`config.mk`:
```
export PLATFORM = sky130hd
export DESIGN_NAME = vdma_burst_arbiter
export DESIGN_NICKNAME = d
export VERILOG_FILES = /design/src/rtl/vdma_burst_arbiter_pkg.sv /design/src/rtl/vdma_burst_arbiter_rr_pick.sv /design/src/rtl/vdma_burst_arbiter.sv
export SDC_FILE = /design/constraint.sdc
export NUM_CORES = 1
export LEC_CHECK = 0
export BUFFER_PORTS_ARGS = -buffer_cell sky130_fd_sc_hd__buf_2
export CAP_MARGIN = 40
export CORE_AREA = 2 2 56 63
export CTS_CLUSTER_DIAMETER = 150
export DETAILED_ROUTE_END_ITERATION = 6
export DIE_AREA = 0 0 58 65
export HOLD_SLACK_MARGIN = 0.08
export PLACE_DENSITY_LB_ADDON = 0.2
export REMOVE_ABC_BUFFERS = 1
export SETUP_SLACK_MARGIN = 0.3
export SLEW_MARGIN = 20
export SYNTH_ARGS = -nofsm -noshare
export SYNTH_HDL_FRONTEND = slang
export SYNTH_SLANG_ARGS = --single-unit
```
`constraint.sdc`:
```
create_clock -name clock -period 7.1 [get_ports clock]
set_input_delay 1.42 -clock clock [delete_from_list [all_inputs] [get_ports clock]]
set_output_delay 1.42 -clock clock [all_outputs]
set_load 0.05 [all_outputs]
```
`src/rtl/vdma_burst_arbiter_pkg.sv`:
```
// Shared types and helpers for the VDMA burst-command arbiter.
// Holds the arbiter state encoding and the modulo-NUM index arithmetic.
package SystemPkg;

   typedef enum logic [1:0] {
      IDLE   = 2'd0,
      ISSUE  = 2'd1,
      BUSY   = 2'd2,
      FINISH = 2'd3
   } arb_state_t;

   localparam int ARB_MAX_NUM = 8;
   localparam int ARB_IDX_W   = $clog2(ARB_MAX_NUM) + 1;

   typedef logic [ARB_IDX_W-1:0] arb_idx_t;

   // (base + off) mod num, valid while base and off are both below num
   function automatic arb_idx_t wrap_add(input arb_idx_t base,
                                         input arb_idx_t off,
                                         input arb_idx_t num);
      arb_idx_t sum;
      sum = base + off;
      if (sum >= num) begin
         sum = sum - num;
      end
      return sum;
   endfunction

endpackage

```
`src/rtl/vdma_burst_arbiter_rr_pick.sv`:
```
// Combinational round-robin picker: first asserted request at or after ptr,
// wrapping modulo NUM.
module vdma_rr_pick
   import SystemPkg::*;
#(
   parameter  int NUM = 4,
   localparam int IDW = $clog2(NUM)
) (
   input  logic [NUM-1:0] req,
   input  logic [IDW-1:0] ptr,
   output logic           any,
   output logic [IDW-1:0] winner
);

   logic [2*NUM-1:0] req_dbl;
   logic [NUM-1:0]   req_rot;
   arb_idx_t         offset;

   // Rotate so that bit 0 is the requester ptr points at
   assign req_dbl = {req, req};
   assign req_rot = NUM'(req_dbl >> ptr);

   // NOTE: offset gets its default before the loop so no path leaves it
   // unassigned and infers a latch.
   always_comb begin
      offset = '0;
      for (int j = NUM - 1; j >= 0; j--) begin
         if (req_rot[j]) begin
            offset = arb_idx_t'(j);
         end
      end
   end

   assign any    = |req;
   assign winner = IDW'(wrap_add(arb_idx_t'(ptr), offset, arb_idx_t'(NUM)));

endmodule

```
`src/rtl/vdma_burst_arbiter.sv`:
```
// Round-robin arbiter sharing one AXI burst-command port between NUM
// FIFO-status controllers, with one command outstanding at a time.
module vdma_burst_arbiter
   import SystemPkg::*;
#(
   parameter int NUM   = 4,
   parameter int LSIZE = 9,
   parameter int IDW   = $clog2(NUM)
) (
   input  logic               clock,
   input  logic               rst_n,
   input  logic               enable,
   input  logic [NUM-1:0]     burst_req,
   input  logic [NUM-1:0]     tail_req,
   input  logic [NUM*LSIZE-1:0] req_len,
   output logic [NUM-1:0]     resp,
   output logic [NUM-1:0]     done,
   output logic               cmd_valid,
   input  logic               cmd_ready,
   output logic [LSIZE-1:0]   cmd_len,
   output logic               cmd_tail,
   output logic [IDW-1:0]     cmd_id,
   input  logic               xfer_done,
   output logic               busy
);

   arb_state_t       state_q, state_d;
   logic [IDW-1:0]   ptr_q, ptr_d;
   logic             cmd_valid_q, cmd_valid_d;
   logic [LSIZE-1:0] cmd_len_q, cmd_len_d;
   logic             cmd_tail_q, cmd_tail_d;
   logic [IDW-1:0]   cmd_id_q, cmd_id_d;
   logic [NUM-1:0]   resp_q, resp_d;
   logic [NUM-1:0]   done_q, done_d;
   logic             busy_q, busy_d;

   logic [NUM-1:0]   req_any;
   logic             pick_any;
   logic [IDW-1:0]   pick_winner;
   logic [LSIZE-1:0] sel_len;
   logic             sel_tail;
   logic [NUM-1:0]   id_onehot;

   assign req_any = burst_req | tail_req;

   vdma_rr_pick #(
      .NUM (NUM)
   ) u_pick (
      .req    (req_any),
      .ptr    (ptr_q),
      .any    (pick_any),
      .winner (pick_winner)
   );

   always_comb begin
      sel_len  = '0;
      sel_tail = 1'b0;
      for (int i = 0; i < NUM; i++) begin
         if (pick_winner == IDW'(i)) begin
            sel_len  = req_len[i*LSIZE +: LSIZE];
            sel_tail = tail_req[i];
         end
      end
   end

   assign id_onehot = {{(NUM-1){1'b0}}, 1'b1} << cmd_id_q;

   always_comb begin
      state_d     = state_q;
      ptr_d       = ptr_q;
      cmd_valid_d = cmd_valid_q;
      cmd_len_d   = cmd_len_q;
      cmd_tail_d  = cmd_tail_q;
      cmd_id_d    = cmd_id_q;
      resp_d      = '0;
      done_d      = '0;

      case (state_q)
         IDLE: begin
            if (enable && pick_any) begin
               state_d     = ISSUE;
               cmd_valid_d = 1'b1;
               cmd_id_d    = pick_winner;
               cmd_len_d   = sel_len;
               cmd_tail_d  = sel_tail;
               ptr_d       = IDW'(wrap_add(arb_idx_t'(pick_winner), arb_idx_t'(1),
                                           arb_idx_t'(NUM)));
            end
         end
         ISSUE: begin
            // The command is owed to the AXI master even if the request drops
            if (cmd_ready) begin
               state_d     = BUSY;
               cmd_valid_d = 1'b0;
               resp_d      = id_onehot;
            end
         end
         BUSY: begin
            if (xfer_done) begin
               state_d = FINISH;
               done_d  = id_onehot;
            end
         end
         FINISH: begin
            state_d = IDLE;
         end
         default: begin
            state_d = IDLE;
         end
      endcase

      busy_d = (state_d != IDLE);
   end

   // NOTE: non-blocking assignments here so every flop samples the
   // pre-edge value of the others, independent of statement order.
   always_ff @(posedge clock) begin
      if (!rst_n) begin
         state_q     <= IDLE;
         ptr_q       <= '0;
         cmd_valid_q <= 1'b0;
         cmd_len_q   <= '0;
         cmd_tail_q  <= 1'b0;
         cmd_id_q    <= '0;
         resp_q      <= '0;
         done_q      <= '0;
         busy_q      <= 1'b0;
      end else begin
         state_q     <= state_d;
         ptr_q       <= ptr_d;
         cmd_valid_q <= cmd_valid_d;
         cmd_len_q   <= cmd_len_d;
         cmd_tail_q  <= cmd_tail_d;
         cmd_id_q    <= cmd_id_d;
         resp_q      <= resp_d;
         done_q      <= done_d;
         busy_q      <= busy_d;
      end
   end

   assign cmd_valid = cmd_valid_q;
   assign cmd_len   = cmd_len_q;
   assign cmd_tail  = cmd_tail_q;
   assign cmd_id    = cmd_id_q;
   assign resp      = resp_q;
   assign done      = done_q;
   assign busy      = busy_q;

endmodule

```
== Word-level counts from Yosys, hierarchy flattened ==
Cells that the tools add are included.

* Word-level logic and storage cells: 57
* Output and inout port bits: 22
* Bits of input ports: 49
* Bits in registers: 26

* Reduce and logical (&&, ||, !) cells: 10
* Bitwise logic cells: 1
* Mux-type cells: 21
* Eq/ne operators: 8
* $add $sub $neg: 4
* Shift-type cells: 2
* Magnitude comparators: 2

{| class="wikitable"
|+ Operator list
! operator !! count
|-
| 9-bit 2-to-1 mux || 4
|-
| 2-bit 2-to-1 mux || 9
|-
| 3-bit AND reduction || 3
|-
| 2-bit equality test (second input constant) || 4
|-
| 2-bit case mux with 4 select lines || 1
|-
| 8-bit by 2-bit >> shifter with 4-bit output || 1
|-
| 3-bit greater-or-equal comparator (second input constant) || 2
|-
| 1-bit 2-to-1 mux || 6
|-
| 2-bit by 1-bit equality test with 1-bit output (second input constant) || 2
|-
| 2-bit zero test || 2
|-
| 2-bit != test (second input constant) || 2
|-
| 4-bit bitwise OR || 1
|-
| 2-bit nonzero test || 2
|-
| 4-bit OR reduction || 1
|-
| 1-bit by 2-bit << shifter with 4-bit output (first input constant) || 1
|-
| 2-bit by 1-bit subtractor with 2-bit output (second input constant) || 2
|-
| 2-bit by 1-bit adder with 3-bit output (second input constant) || 1
|-
| 2-bit by 2-bit adder with 3-bit output || 1
|-
| 1-bit case mux with 2 select lines || 1
|-
| 2-bit AND reduction || 1
|-
| 1-bit logical AND || 1
|}

== Longest topological paths before layout ==
* Depth after elaboration: 14
* Depth in mapped cells: 14
* Gate-level depth less buffers: 13

== Cells and area by module ==
Synthesis repeated with hierarchy kept, for this count alone.

* Cells, all modules: 178
* Area total of the unflattened synthesis: 1456.4 sq um

{| class="wikitable"
|+ Modules (own cells, without submodules)
! module !! instances !! area an instance (sq um) !! cells an instance !! seq. area each (sq um)
|-
| vdma_burst_arbiter || 1 || 1277.5 || 151 || 520.5
|-
| vdma_rr_pick || 1 || 178.9 || 27 || 0.0
|}

== Worst setup path before layout ==
No wires, ideal clock.

* Path kind: in2reg
* From: in tail_req[2]
* To: reg cmd_len_q[7] (netlist: cmd_len[7])
* Arrival time: 3494 ps
* Buffers on the path: 2
* Library setup time: 120 ps
* Stages: 12
* Setup slack: 3486 ps
* Data required time: 6980 ps
* Path through: or4_1 -> nand3_1 -> o21ai_0 -> nand3_1 -> ha_1 -> xnor2_2 -> inv_2 -> ha_1 -> clkbuf_1 -> clkbuf_1 -> mux2i_1 -> a21oi_1

* Longest elaborated chain between the ends: 14
* Elaborated cells on any way between the ends: 21
* Those cells by class: add/sub (2); order compare (1); eq/ne (3); shift (1); mux (9); bitwise (1); reduce/logical (4)

{| class="wikitable"
|+ Ends and longest elaborated chain
! element !! line !! RTL
|-
| start: declaration || vdma_burst_arbiter.sv:14 || <nowiki>input logic [NUM-1:0] tail_req,</nowiki>
|-
| 4-bit bitwise OR (*) || vdma_burst_arbiter.sv:44 || <nowiki>assign req_any = burst_req | tail_req;</nowiki>
|-
| 8-bit by 2-bit >> shifter with 4-bit output (*) || vdma_burst_arbiter_rr_pick.sv:21 || <nowiki>assign req_rot = NUM'(req_dbl >> ptr);</nowiki>
|-
| 2-bit 2-to-1 mux (3 in a row) || vdma_burst_arbiter_rr_pick.sv:28 || <nowiki>if (req_rot[j]) begin</nowiki>
|-
| 2-bit 2-to-1 mux (*) || vdma_burst_arbiter_rr_pick.sv:28 ||
|-
| 2-bit by 2-bit adder with 3-bit output (*) || vdma_burst_arbiter_pkg.sv:22 || <nowiki>sum = base + off;</nowiki>
|-
| 3-bit greater-or-equal comparator or 2-bit by 1-bit subtractor with 2-bit output (tied branches) || vdma_burst_arbiter_pkg.sv:23, vdma_burst_arbiter_pkg.sv:24 ||
|-
| 2-bit 2-to-1 mux (*) || vdma_burst_arbiter_pkg.sv:23 || <nowiki>if (sum >= num) begin</nowiki>
|-
| net pick_winner[1] || vdma_burst_arbiter.sv:39 || <nowiki>logic [IDW-1:0] pick_winner;</nowiki>
|-
| 2-bit zero test || vdma_burst_arbiter.sv:59 || <nowiki>if (pick_winner == IDW'(i)) begin</nowiki>
|-
| 9-bit 2-to-1 mux (3 in a row) || vdma_burst_arbiter.sv:59 ||
|-
| 9-bit 2-to-1 mux (*) || vdma_burst_arbiter.sv:59 ||
|-
| end signal: assignment || vdma_burst_arbiter.sv:132 || <nowiki>cmd_len_q <= cmd_len_d;</nowiki>
|-
| end: declaration || vdma_burst_arbiter.sv:30 || <nowiki>logic [LSIZE-1:0] cmd_len_q, cmd_len_d;</nowiki>
|}

Mark *: on every way through the listed nets, which the timed path passes. The rest lies on a longest branch.
A chain may end at the register's enable or synchronous reset.

== Worst setup path after layout ==
* From: in tail_req[2]
* To: reg cmd_len_q[3] (netlist: cmd_len[3])

* Longest elaborated chain between the ends: 14
* Elaborated cells on any way between the ends: 21
* Those cells by class: add/sub (2); order compare (1); eq/ne (3); shift (1); mux (9); bitwise (1); reduce/logical (4)

{| class="wikitable"
|+ Ends and longest elaborated chain
! element !! line
|-
| 4-bit bitwise OR (*) || vdma_burst_arbiter.sv:44
|-
| 8-bit by 2-bit >> shifter with 4-bit output || vdma_burst_arbiter_rr_pick.sv:21
|-
| 2-bit 2-to-1 mux (4 in a row) || vdma_burst_arbiter_rr_pick.sv:28
|-
| 2-bit by 2-bit adder with 3-bit output || vdma_burst_arbiter_pkg.sv:22
|-
| 3-bit greater-or-equal comparator or 2-bit by 1-bit subtractor with 2-bit output (tied branches) || vdma_burst_arbiter_pkg.sv:23, vdma_burst_arbiter_pkg.sv:24
|-
| 2-bit 2-to-1 mux || vdma_burst_arbiter_pkg.sv:23
|-
| 2-bit zero test || vdma_burst_arbiter.sv:59
|-
| 9-bit 2-to-1 mux (4 in a row) || vdma_burst_arbiter.sv:59
|}

Mark *: on every way between the ends. The rest lies on a longest branch, timed or not.

==> impl_metrics.ini <==
[outcome]
status = complete, no violations

[synthesis]
synthTopCellsByArea = dfxtp_1 37%, a21oi_1 9.2%, nor2b_1 7.1%, a221oi_1 5.0%, ha_1 4.4%
ys.flop_type = dfxtp_1
yosysSeqAreaShare = 0.368
synth_top_area_frac = 0.368
syn_area_sq_um = 1410
synth_warnings = 0
syn_avg_cell_area_sq_um = 8.27
ys_ff_latch = 26
synth_cells = 171
yosysUniqueCellTypes = 34
synth_edf_count = 0
synth_top_area_cell = dfxtp_1
synthArstFlopShare = 0

[placed_design]
io_buffer_count = 70
place_congestion = 0.888
place_ws_ns = 2.92
hpwl_um = 2460

[clocking]
cts_max_path_buffers = 2
cts_sinks = 26
worstSkewPairLatency_ns = 0.33
cts_tree = built
htreeDepth = 1
cts-root-buf = clkbuf_4
clk_pin_slew_worst_paths_ns = 0.14
cts_setup_buffers = 0
postCtsResizedCells = 0
cts_hold_buffers = 0
cts_buffers = 3

[floorplan]
dieWidth_um = 58
rows = 22
initial_core_util = 0.443
core_area_sq_um = 3190
die_h_um = 65
die-area_sq_um = 3770
io_pins = 71

[finish]
fillers = 321
area_delta_synth_final_pct = 27.4
drive_gt1_frac = 0.343
antenna_cells = 0
final_common_cell = buf_2
nets = 288
final_cell_mix = 70 x buf_2, 26 x a21oi_1, 26 x dfxtp_1

[critical_path]
worst_ep_required_time_ns = 7.37
cp-start-kind = input port
path_class = in2reg
crit_path_max_fanout = 13
rr_endpoint = cmd_len[3]
r2r_setup_slack_ns = 4.00
reg2reg_from = ptr_q[0]
end_kind = flip-flop
r2r_cells = 12
worstPathArrival_ns = 4.12

[drt]
route.detailed.drc = 0
firstDrtPassIters = 4
drt-initial-drc-count = 48
drtAntennaViolNets = 0
avgViaCountPerCell = 5.45
wl_um = 3270
wl_per_cell_um = 12.1
via_count = 1465

[timing]
timing.hold.ws_ns = 0.523
fin_crit_ns = 3.85
relSlewSlack = 0.557
setup_tns_ns = 0
slew_violations = 0
timing.final.crit_share = 0.543
layout_setup_ws_ns = 3.25
hold_violations = 0
setup_viol = 0
worstMarginPinSlew_ns = 0.665
skew_ns = 0.00172
max_freq_mhz = 260
rsz0062_at_grt = false

[worst_hold_path]
hold_path_depth = 2
hp-class = reg2reg
hold_start = cmd_valid
whs_endpoint = cmd_valid

[global_routing]
grt_pass1_wl_um = 5590
grt_overflow = 0
grt_pass1_vias = 1356
grt_antenna_before_repair = 0
track_usage = 0.186
grt_max_degree = 31

[flow_run]
cap_violations = 0

[pwr]
finalPower_uw = 595
p_per_area_nw_per_um2 = 330
power_leakage_nw = 0.806
max-vdd-ir-drop_mv = 0.196
-- registers in the layout (all words and copies together), names as in the netlist --
register and flops:
busy 1, cmd_id 2, cmd_len 9, cmd_tail 1
cmd_valid 1, done 4, ptr_q 2, resp 4
state_q 2
-- worst max-delay path: stages --
cell and delay, ns:
buf_2 0.14, or4_1 0.50, nand3_1 0.09, o21ai_0 0.07, nand3_1 0.09, ha_1 0.22
xnor2_2 0.12, ha_1 0.36, nor2b_1 0.53, a221oi_1 0.16, nor3_1 0.18, a21oi_1 0.06
a21oi_1 0.16
-- area by class of cell --
| type | count | area [sq um] | area share |
|---|---|---|---|
| timing repair buffer | 70 | 350 | 0.194 |
| clock inverter | 1 | 30.0 | 0.0167 |
| sequential | 26 | 520 | 0.289 |
| tap | 36 | 45.0 | 0.0250 |
| multi-input combinational | 131 | 826 | 0.458 |
| inverter | 2 | 7.51 | 0.00417 |
| clock buffer | 3 | 22.5 | 0.0125 |
-- worst max path at each step --
| stage | to | cells past startpoint | from |
|---|---|---|---|
| global route | cmd_len[3] | 13 | tail_req[2] |
| CTS | cmd_len[6] | 13 | tail_req[2] |
| global placement | cmd_len[6] | 13 | tail_req[2] |
| finish | cmd_len[3] | 13 | tail_req[2] |
| floorplan | cmd_len[0] | 12 | tail_req[2] |
| detailed placement | cmd_len[0] | 13 | tail_req[2] |
-- cells in the mapped netlist, drive strengths merged (2+ instances only) --
master  count
nor3       11
nand3       6
nor2b      16
nor2       11
o21ai      14
a221oi      8
inv         2
or4         3
nand2b      2
clkbuf     10
nor4        2
buf         2
a21oi      26
nand3b      2
dfxtp      26
nand2       8
mux2i       3
ha          5
-- logic make-up after synthesis --
group                      Yosys count  synth area share
AOI/OAI and AO/OA                   57             0.248
xor gates and xnor gates             1            0.0115
buffers and inverters               14            0.0478
and+or+nand+nor                     65             0.259
adders and majority gates            5            0.0442
DFF                                 26             0.368
muxes                                3            0.0212
-- metal layers --
layer | GRT usage | wire length [um] | vias up
met5 | 0 | 0 | -
li1 | - | - | 751
met2 | 0.313 | 1470 | 64
met1 | 0.237 | 1470 | 645
met4 | 0.0698 | 57 | 0
met3 | 0.0299 | 266 | 5
-- report_power, final --
part           switching (mW)  total (mW)  internal [mW]
Sequential             0.0147       0.180          0.165
Combinational           0.192       0.313          0.121
Clock                  0.0444       0.102         0.0571
-- through the flow --
| stage | instances | utilization | instance area, sq um |
|---|---|---|---|
| 2_1_floorplan | 159 | - | 1350 |
| 3_3_place_gp | 265 | 0.548 | 1750 |
| 3_5_place_dp | 265 | 0.548 | 1750 |
| 4_1_cts | 269 | 0.564 | 1800 |
| 5_1_grt | 269 | 0.564 | 1800 |
| 6_report | 269 | 0.564 | 1800 |
(Power assumes the default switching activity.)
